### src/rtl/store_commit_buffer.sv
// ============================================================================
// Module   : store_commit_buffer
// Purpose  : In-order buffer of retired stores, drained one at a time to D-memory.
// Revision : 1.0
// ============================================================================
`default_nettype none

module store_commit_buffer #(
    parameter int ADDR_WIDTH = 32,
    parameter int DATA_WIDTH = 32,
    parameter int FIFO_DEPTH = 16
) (
    input  logic                            clk,
    input  logic                            rst_n,
    input  logic                            retire_store_valid,
    output logic                            retire_store_ready,
    input  logic [ADDR_WIDTH-1:0]           retire_store_addr,
    input  logic [DATA_WIDTH-1:0]           retire_store_data,
    input  logic [DATA_WIDTH/8-1:0]         retire_store_mask,
    output logic                            mem_wr_valid,
    input  logic                            mem_wr_ready,
    output logic [ADDR_WIDTH-1:0]           mem_wr_addr,
    output logic [DATA_WIDTH-1:0]           mem_wr_data,
    output logic [DATA_WIDTH/8-1:0]         mem_wr_mask,
    input  logic                            mem_wr_ack,
    input  logic [ADDR_WIDTH-1:0]           ld_check_addr,
    output logic                            ld_conflict,
    input  logic                            drain_req,
    output logic                            drain_done,
    output logic [$clog2(FIFO_DEPTH):0]     sb_count
);

    localparam int c_mask_width = DATA_WIDTH / 8;
    localparam int c_ptr_width  = $clog2(FIFO_DEPTH);
    localparam int c_cnt_width  = c_ptr_width + 1;
    localparam logic [c_cnt_width-1:0] c_depth = c_cnt_width'(FIFO_DEPTH);
    localparam logic [c_cnt_width-1:0] c_one   = c_cnt_width'(1);

    typedef enum logic [1:0] {
        ST_IDLE     = 2'd0,
        ST_REQ      = 2'd1,
        ST_WAIT_ACK = 2'd2
    } state_t;

    logic [ADDR_WIDTH-1:0]   r_addr_mem [FIFO_DEPTH];
    logic [DATA_WIDTH-1:0]   r_data_mem [FIFO_DEPTH];
    logic [c_mask_width-1:0] r_mask_mem [FIFO_DEPTH];

    logic [c_ptr_width-1:0]  r_head;
    logic [c_ptr_width-1:0]  r_tail;
    logic [c_cnt_width-1:0]  r_count;
    logic [c_cnt_width-1:0]  w_count_nxt;
    state_t                  r_state;
    state_t                  w_state_nxt;
    logic                    r_drain_pend;
    logic                    r_drain_done;
    logic                    w_drain_any;
    logic                    w_enq;
    logic                    w_deq;
    logic                    w_conflict;
    logic [FIFO_DEPTH-1:0]   w_entry_valid;
    logic                    w_unused_ld_bits;

    // Ready is forced low while reset is asserted so every output reads zero in reset.
    assign retire_store_ready = rst_n && (r_count < c_depth);
    assign w_enq              = retire_store_valid && retire_store_ready;

    // ------------------------------------------------------------------
    // Entry storage (data path, no reset needed: validity comes from count)
    // ------------------------------------------------------------------
    always_ff @(posedge clk) begin
        if (w_enq) begin
            r_addr_mem[r_tail] <= retire_store_addr;
            r_data_mem[r_tail] <= retire_store_data;
            r_mask_mem[r_tail] <= retire_store_mask;
        end
    end

    // ------------------------------------------------------------------
    // Write-port FSM
    // ------------------------------------------------------------------
    always_ff @(posedge clk) begin
        if (!rst_n) begin
            r_state <= ST_IDLE;
        end else begin
            r_state <= w_state_nxt;
        end
    end

    always_comb begin
        w_state_nxt = r_state;
        w_deq       = 1'b0;
        case (r_state)
            ST_IDLE: begin
                if (r_count != '0) begin
                    w_state_nxt = ST_REQ;
                end
            end
            ST_REQ: begin
                if (mem_wr_ready) begin
                    w_state_nxt = ST_WAIT_ACK;
                end
            end
            ST_WAIT_ACK: begin
                if (mem_wr_ack) begin
                    w_deq       = 1'b1;
                    w_state_nxt = (r_count != c_one) ? ST_REQ : ST_IDLE;
                end
            end
            default: begin
                w_state_nxt = ST_IDLE;
            end
        endcase
    end

    assign mem_wr_valid = (r_state == ST_REQ);
    assign mem_wr_addr  = mem_wr_valid ? r_addr_mem[r_head] : '0;
    assign mem_wr_data  = mem_wr_valid ? r_data_mem[r_head] : '0;
    assign mem_wr_mask  = mem_wr_valid ? r_mask_mem[r_head] : '0;

    // ------------------------------------------------------------------
    // Pointers and occupancy
    // ------------------------------------------------------------------
    always_comb begin
        w_count_nxt = r_count;
        case ({w_enq, w_deq})
            2'b10:   w_count_nxt = r_count + c_one;
            2'b01:   w_count_nxt = r_count - c_one;
            default: w_count_nxt = r_count;
        endcase
    end

    always_ff @(posedge clk) begin
        if (!rst_n) begin
            r_head  <= '0;
            r_tail  <= '0;
            r_count <= '0;
        end else begin
            if (w_enq) begin
                r_tail <= r_tail + 1'b1;
            end
            if (w_deq) begin
                r_head <= r_head + 1'b1;
            end
            r_count <= w_count_nxt;
        end
    end

    assign sb_count = r_count;

    // ------------------------------------------------------------------
    // Fence drain handshake: fires when the buffer is about to be empty
    // ------------------------------------------------------------------
    assign w_drain_any = r_drain_pend | drain_req;

    always_ff @(posedge clk) begin
        if (!rst_n) begin
            r_drain_pend <= 1'b0;
            r_drain_done <= 1'b0;
        end else begin
            r_drain_done <= w_drain_any && (w_count_nxt == '0);
            r_drain_pend <= w_drain_any && (w_count_nxt != '0);
        end
    end

    assign drain_done = r_drain_done;

    // ------------------------------------------------------------------
    // Load conflict check (word granularity), buffered entries plus enqueue
    // ------------------------------------------------------------------
    always_comb begin
        w_entry_valid = '0;
        for (int i = 0; i < FIFO_DEPTH; i++) begin
            w_entry_valid[i] =
                ({1'b0, c_ptr_width'(c_ptr_width'(i) - r_head)} < r_count);
        end
    end

    always_comb begin
        w_conflict = w_enq && (|retire_store_mask) &&
                     (retire_store_addr[ADDR_WIDTH-1:2] == ld_check_addr[ADDR_WIDTH-1:2]);
        for (int i = 0; i < FIFO_DEPTH; i++) begin
            if (w_entry_valid[i] && (|r_mask_mem[i]) &&
                (r_addr_mem[i][ADDR_WIDTH-1:2] == ld_check_addr[ADDR_WIDTH-1:2])) begin
                w_conflict = 1'b1;
            end
        end
    end

    assign ld_conflict      = w_conflict;
    assign w_unused_ld_bits = &{1'b0, ld_check_addr[1:0]};

endmodule

`default_nettype wire

### config.mk
export PLATFORM = sky130hd
export DESIGN_NAME = store_commit_buffer
export DESIGN_NICKNAME = d
export VERILOG_FILES = /design/src/rtl/store_commit_buffer.sv
export SDC_FILE = /design/constraint.sdc
export NUM_CORES = 1
export LEC_CHECK = 0
export CORE_MARGIN = 1
export CORE_UTILIZATION = 40
export CTS_BUF_LIST = sky130_fd_sc_hd__clkbuf_8
export DETAILED_ROUTE_END_ITERATION = 10
export SLEW_MARGIN = 15
export SYNTH_ARGS = -nofsm -noshare
export SYNTH_HDL_FRONTEND = slang
export SYNTH_SLANG_ARGS = --single-unit
### constraint.sdc
create_clock -name clk -period 8.9 [get_ports clk]
set_clock_uncertainty 0.2 [all_clocks]
set_input_delay 1.78 -clock clk [delete_from_list [all_inputs] [get_ports clk]]
set_output_delay 1.78 -clock clk [all_outputs]
set_load 0.01 [all_outputs]
==> reports/results.ini, run 1 <==
[placed_design]
gp_congestion=1.08
dp_hpwl_um=107000
place.port_buffers=180
place_inst=4339

[critical_path]
cp.buffers_inverters=2
timing.critical_path.depth=9
crit_path_max_incr_delay_ns=1.06
timing.critical_path.cells=clkdlybuf4s50_1 > xor2_1 > nor4_1 > nand4_1 > nor4_1 > o21ai_0 > and4b_1 > or4b_1 > clkdlybuf4s50_1
critical_path.endpoint=ld_conflict
worst_setup_path_startpoint=ld_check_addr[27]
setup.worst_path.class=in2out
critical-path-slowest-cell=sky130_fd_sc_hd__clkdlybuf4s50_1
critical_path_peak_fanout=17
cp_required_ns=6.92
timing.critical_path.arrival_ns=6.00
setup.worst_path.start_class=primary input
start_of_the_worst_register_to_register_path=sb_count[4]$_SDFF_PN0_
regToRegSetupSlack_ns=4.84
worst_r2r_path_depth=5
critPathCaptureType=primary output
r2r_end=r_data_mem[11][25]$_DFFE_PP_
path_delay_family=simple AND/OR/NAND/NOR gates

[synth]
synth_enable_flop_cells=1088
flip_flop_and_latch_count_after_synthesis=1109
yosysWarningCount=0
synth.net_count=2759
netlist_instances=2608
asyncSetResetFlopFracSynth_pct=0
post_synth.cell_area_avg_um2=19.0
netlist-cell-type-count=47
synth_area_um2=49500
postSynth.topFlopCell=sky130_fd_sc_hd__edfxtp_1
synth-seq-area-share_pct=66.9

[clocking]
clk_root_buffer_cell=sky130_fd_sc_hd__clkbuf_8
post_cts_resized=0
cts_htree_levels=4
clkSlewWorstSetupHoldPaths_ns=0.05
tritoncts=done
cts_buffers=184
postCtsHoldBufs=0
clk_latency_ns=0.89
postCtsSetupRepairBufs=0
clock_sinks=1109
maximum_buffer_depth_of_the_clock_tree=3

[timing]
timing.max_slew.rel_slack_pct=17.5
finalMaxSlewViolations=0
setup_viol=0
timing.setup.tns_ns=0
hold_viol_final=0
layout_min_cycle_time_ns=7.98
max_slew.worst_pin.slew_ns=1.23
fmaxAchievable_ghz=0.125
rsz_0062_raised_after_global_routing=no
final_min_period_over_clock_period_pct=89.7

[final_layout]
nets=3051
final_cell_count_no_fill=4674
post_route_cells_drive_above_1_share_pct=22.0
area_delta_synth_final_pct=14.1

[grt]
wire_length_of_the_first_global_routing_pass_um=222000
grt_overflow=0
number_of_global_route_vias_before_repair=27900
grt_use_total_pct=25.5
antenna_found_initial=25
grt_start_max_net_pins=126

[power_and_ir_drop]
worst_vdd_ir_uv=150
power_leakage_uw=0.0174
power.density_nw_per_um2=191

[routing]
routedWlPerCell_um=34.3
via_count=27500
route.antenna.remaining_nets=0
drc=0
dr.pass1.iters=8
route.final.wire_length_um=160000
via_to_cell_ratio=5.89
drt_iter0_drc=3681

[floorplanning]
initial_utilization_pct=40.5
die_height_um=354
floorplan.die.width_um=354
io-pin-count=183
area_enclosed_by_the_die_boundary_um2=125000
core-area_um2=122000
rows=128

[job]
maxCapViolCount=0

[status]
run_status=finished clean

[min_path]
worstHoldPathType=reg2reg

[cells in the mapped netlist, drive strengths merged, types with 2 or more instances]
cell type  count  share of area (%)
a2111oi        4              0.071
a21o           8               0.12
a21oi         25               0.25
a221oi         2              0.035
a22oi          3              0.046
and2          94                1.2
and3           5              0.063
buf          102                1.5
clkbuf        50               0.38
dfxtp         21               0.85
edfxtp      1088                 66
ha            45                1.1
inv           31               0.24
mux2           2              0.046
mux4         340                 15
nand2         17               0.13
nand2b         2              0.025
nand3          8              0.081
nand4         82                1.0
nor2          11              0.083
nor2b          7              0.089
nor3           8              0.081
nor3b          3              0.046
nor4          91                1.2
o21ai          7              0.071
o22ai          4              0.051
o32a           3              0.061
o41ai          4              0.071
or2            2              0.025
or4            4              0.061
xnor2        248                4.4
xor2         277                4.9
[per-stage QoR]
step	instance area, um2	total power (uW)	setup WS (ns)	utilization, %	hold WS (ns)
6_report	56500	10800	0.921	46.2	0.309
5_1_grt	56500	11100	0.764	46.2	0.352
4_1_cts	56500	10900	1.15	46.2	0.320
3_5_place_dp	53100	6650	1.15	43.4	0.303
3_3_place_gp	53100	6640	1.15	43.4	0.301
2_1_floorplan	49500	6260	3.60	-	0.269
[layer usage]
layer	vias up	global-route usage [%]	part of all wire, %
met5	-	0	0.11
met4	30	11.5	4.6
met2	1485	39.2	46
met1	14600	34.2	40
met3	340	6.54	9.3
li1	11100	-	-
[layout make-up]
class / count / area [um2]
clock buffer: 184 / 2530
antenna: 8 / 20.0
fill: 10400 / 65700
multi-input combinational: 1316 / 15400
timing repair buffer: 258 / 2440
clock inverter: 143 / 843
inverter: 31 / 116
sequential: 1109 / 33100
tap: 1625 / 2030
[power by group]
group	total [uW]	leakage, uW	switching (uW)	internal [uW]
clock network	4240	0.00190	2130	2120
registers	5800	0.00997	21.4	5770
logic	754	0.00556	469	285
total	10800	0.0174	2620	8170
[worst min-delay path: stages (launching register included)]
cell and delay [ns]:
sky130_fd_sc_hd__dfxtp_1 0.30, sky130_fd_sc_hd__o21ai_0 0.09, sky130_fd_sc_hd__nor2_1 0.09
[sequential cells by signal, indices dropped and copies added, names as in the netlist, named ones only]
register / count
r_addr_mem: 512
r_data_mem: 512
r_mask_mem: 64
sb_count: 5
r_head: 4
r_tail: 4
r_state: 2
drain_done: 1
r_drain_pend: 1
[layout by cell type, fill, tap and decap left out, drive strengths merged, types with 21 or more instances in the layout]
master / n
nor4: 91
ha: 45
edfxtp: 1088
xnor2: 248
xor2: 277
inv: 89
buf: 78
clkinv: 75
nand4: 82
and2: 94
clkdlybuf4s50: 180
dfxtp: 21
clkbuf: 184
a21oi: 25
mux4: 340
[worst min-delay path by stage]
stage                                   endpoint  slack [ns]  cells after the start               startpoint
after detailed placement   drain_done$_SDFF_PN0_        0.30                      2  r_drain_pend$_SDFF_PN0_
after CTS                  drain_done$_SDFF_PN0_        0.32                      2  r_drain_pend$_SDFF_PN0_
after global routing      r_tail[1]$_SDFFE_PN0P_        0.35                      2   r_tail[1]$_SDFFE_PN0P_
after global placement    r_tail[1]$_SDFFE_PN0P_        0.30                      2   r_tail[1]$_SDFFE_PN0P_
final                      drain_done$_SDFF_PN0_        0.31                      2  r_drain_pend$_SDFF_PN0_
after floorplan            drain_done$_SDFF_PN0_        0.27                      2  r_drain_pend$_SDFF_PN0_
[cells by family (layout without fill, tap and decap cells)]
logic type / Yosys count / after routing / synth area share, %
buffers and inverters: 183 / 616 / 2.14
other: 0 / 8 / 0
AOI/OAI and AO/OA: 67 / 67 / 0.900
muxes: 342 / 342 / 15.5
and+or+nand+nor: 337 / 337 / 4.11
adders and majority gates: 45 / 45 / 1.14
DFF: 1109 / 1109 / 66.9
xor gates and xnor gates: 525 / 525 / 9.29
Power figures use the tool's default switching activity.
==> run 2, diff against run 1 <==
ABC_AREA = 1   (was default)
REMOVE_ABC_BUFFERS = 1   (was default)
==> reports/results.ini, run 2 <==
[final_layout]
layout.filler_cells=11900
nets=4881
mostFrequentLayoutCell=sky130_fd_sc_hd__edfxtp_1
area_delta_synth_final_pct=12.6
final_cell_count_no_fill=6527
layout_top_registers=r_addr_mem (512), r_data_mem (512), r_mask_mem (64)
post_route_cells_drive_above_1_share_pct=6.75
layout_common_cells=sky130_fd_sc_hd__edfxtp_1 (1088), sky130_fd_sc_hd__nor2_1 (669), sky130_fd_sc_hd__nand2_1 (599)

[routing]
via_to_cell_ratio=5.71
routedWlPerCell_um=26.3
via_count=37300
drc=0
drt_iter0_drc=4859
routed-wl-met2_um=76400
wl_met1_um=70000
wl_met3_um=18500
dr.pass1.iters=6
dr.max_layer_used=met5
route.antenna.remaining_nets=0
route.final.wire_length_um=172000

[synth]
flip_flop_and_latch_count_after_synthesis=1109
yosysWarningCount=0
synth-seq-area-share_pct=64.1
netlist_instances=4584
synth_top_area_cell=sky130_fd_sc_hd__edfxtp_1
synth.most_common_cell=sky130_fd_sc_hd__edfxtp_1
postSynth.topFlopCell=sky130_fd_sc_hd__edfxtp_1
synth.area.top_cells=sky130_fd_sc_hd__edfxtp_1 (63%), sky130_fd_sc_hd__xnor2_1 (6.6%), sky130_fd_sc_hd__o21ai_0 (5.6%)
synth_area_um2=51600
synth_top_cells_by_count=sky130_fd_sc_hd__edfxtp_1 (1088), sky130_fd_sc_hd__nor2_1 (685), sky130_fd_sc_hd__nand2_1 (599)
synth_enable_flop_cells=1088
yosys.area.top_type_share_pct=63.3
netlist-cell-type-count=38
post_synth.cell_area_avg_um2=11.3
asyncSetResetFlopFracSynth_pct=0

[critical_path]
regToRegSetupSlack_ns=4.69
critical_path_peak_fanout=18
setup.worst_path.class=in2out
cp.buffers_inverters=3
setup.worst_path.start_class=primary input
timing.critical_path.cells=clkdlybuf4s50_1 > inv_1 > nand2_1 > nand2_1 > nand2_1 > nor2_1 > nand2_1 > nor2_1 > nand3_1 > nand2_1 > nor2_1 > nand2_1 > nor2_1 > nand2_1 > clkdlybuf4s50_1
path_delay_family=buffers and inverters
timing.critical_path.arrival_ns=5.27
critPathCaptureType=primary output
cp_required_ns=6.92
worst_path_most_repeated_cell=sky130_fd_sc_hd__nand2_1
critical-path-slowest-cell=sky130_fd_sc_hd__clkdlybuf4s50_1
crit_path_max_incr_delay_ns=1.00

[min_path]
worstHoldPathType=reg2reg

[clocking]
clock_sinks=1109
clk_root_buffer_cell=sky130_fd_sc_hd__clkbuf_8
post_cts_resized=0
cts_htree_levels=4
tritoncts=done
postCtsHoldBufs=0
clkSlewWorstSetupHoldPaths_ns=0.05
cts_buffers=185
maximum_buffer_depth_of_the_clock_tree=3
clk_latency_ns=0.88
postCtsSetupRepairBufs=0

[power_and_ir_drop]
power.combinational.fraction_pct=16.4
power_frac_clock_pct=35.0
power.density_nw_per_um2=207
switching_portion_of_total_power_pct=29.3
power_leakage_uw=0.0193
worst_vdd_ir_uv=161
power.share.sequential_pct=48.6
p_switching_uw=3520
power_report.internal_total_uw=8510

[timing]
final_min_period_over_clock_period_pct=81.5
finalMaxSlewViolations=0
timing.setup.tns_ns=0
layout_min_cycle_time_ns=7.25
max_slew.worst_pin.slew_ns=1.32
setup_viol=0
hold_viol_final=0
rsz_0062_raised_after_global_routing=no
fmaxAchievable_ghz=0.138
timing.max_slew.rel_slack_pct=11.8

[floorplanning]
area_enclosed_by_the_die_boundary_um2=130000
io-pin-count=183
rows=131
floorplan.die.width_um=361
die_height_um=361
core-area_um2=128000
initial_utilization_pct=40.4

[placed_design]
dp_hpwl_um=103000
place_inst=6205
place.port_buffers=180
gp_congestion=0.964

[grt]
wire_length_of_the_first_global_routing_pass_um=245000
grt_overflow=0
grt_start_max_net_pins=189
grt_use_total_pct=25.8
antenna_found_initial=20
number_of_global_route_vias_before_repair=35200

[status]
run_status=finished clean

[job]
maxCapViolCount=0

-- run 2: changes by cell type after synthesis, moves of 122 or more --
cell | previous run | this run
sky130_fd_sc_hd__o21ai_0 | 4 | 581
sky130_fd_sc_hd__nor2_1 | 11 | 685
sky130_fd_sc_hd__o221ai_1 | 0 | 142
sky130_fd_sc_hd__a21oi_1 | 25 | 174
sky130_fd_sc_hd__inv_1 | 25 | 176
sky130_fd_sc_hd__xnor2_1 | 248 | 390
sky130_fd_sc_hd__nand2_1 | 17 | 599
sky130_fd_sc_hd__mux4_2 | 340 | 0
sky130_fd_sc_hd__o211ai_1 | 0 | 122
sky130_fd_sc_hd__xor2_1 | 277 | 42
-- run 2: power by group through the flow --
stage	combinational (uW)	sequential [uW]	clock (uW)
finish	1980	5850	4200
global route	2130	5850	4480
CTS	1960	5850	4270
detailed placement	1950	5950	0
global placement	1940	5950	0
floorplan	959	6020	0
-- run 2: metrics by stage --
step	worst slack, ns	area (um2)	hold slack (ns)	total power, uW	util, %
after global placement	1.79	54800	0.302	7890	42.9
after global routing	1.61	58100	0.380	12500	45.5
after detailed placement	1.77	54800	0.320	7910	42.9
after floorplan	-9.45	50100	0.284	6980	-
final	1.65	58100	0.323	12000	45.5
after CTS	1.75	58100	0.332	12100	45.5
-- run 2: final cells by class --
| class | count | area, um2 | area share, % |
|---|---|---|---|
| sequential | 1109 | 33100 | 57.0 |
| multi-input combinational | 2996 | 16500 | 28.3 |
| clock buffer | 187 | 2570 | 4.43 |
| timing repair buffer | 257 | 2440 | 4.19 |
| tap | 1662 | 2080 | 3.58 |
| clock inverter | 130 | 741 | 1.27 |
| inverter | 181 | 711 | 1.22 |
| antenna | 5 | 12.5 | 0.0215 |
-- run 2: path summary, 6_finish.rpt --
kind / endpoint / start / cells past startpoint
setup / recovery: ld_conflict / ld_check_addr[11] / 15
hold / removal: drain_done$_SDFF_PN0_ / r_drain_pend$_SDFF_PN0_ / 2
setup reg to reg: r_data_mem[13][13]$_DFFE_PP_ / sb_count[4]$_SDFF_PN0_ / 5
hold reg to reg: drain_done$_SDFF_PN0_ / r_drain_pend$_SDFF_PN0_ / 2
-- run 2: worst min-delay path: cells and delay by family (launching register included) --
| kind | cells | cell delay [ns] |
|---|---|---|
| AO/OA/AOI/OAI | 1 | 0.09 |
| flip-flops | 1 | 0.30 |
| AND/OR/NAND/NOR | 1 | 0.10 |
-- run 2: logic make-up (layout without fill, tap and decap cells) --
kind of cell	count (synthesis)	in the layout	synth area share, %
simple gates	1403	1403	10.6
compound gates	1115	1115	12.7
flops	1109	1109	64.1
buf+inv	479	755	4.24
xor+xnor	432	432	7.33
fa+ha+maj	45	45	1.09
mux	1	1	0.0194
other cells	0	5	0
-- run 2: layer usage --
metal	GRT usage, %	vias up
li1	-	16600
met1	35.2	18300
met2	39.0	1958
met3	6.62	352
met4	10.6	32
met5	0	-
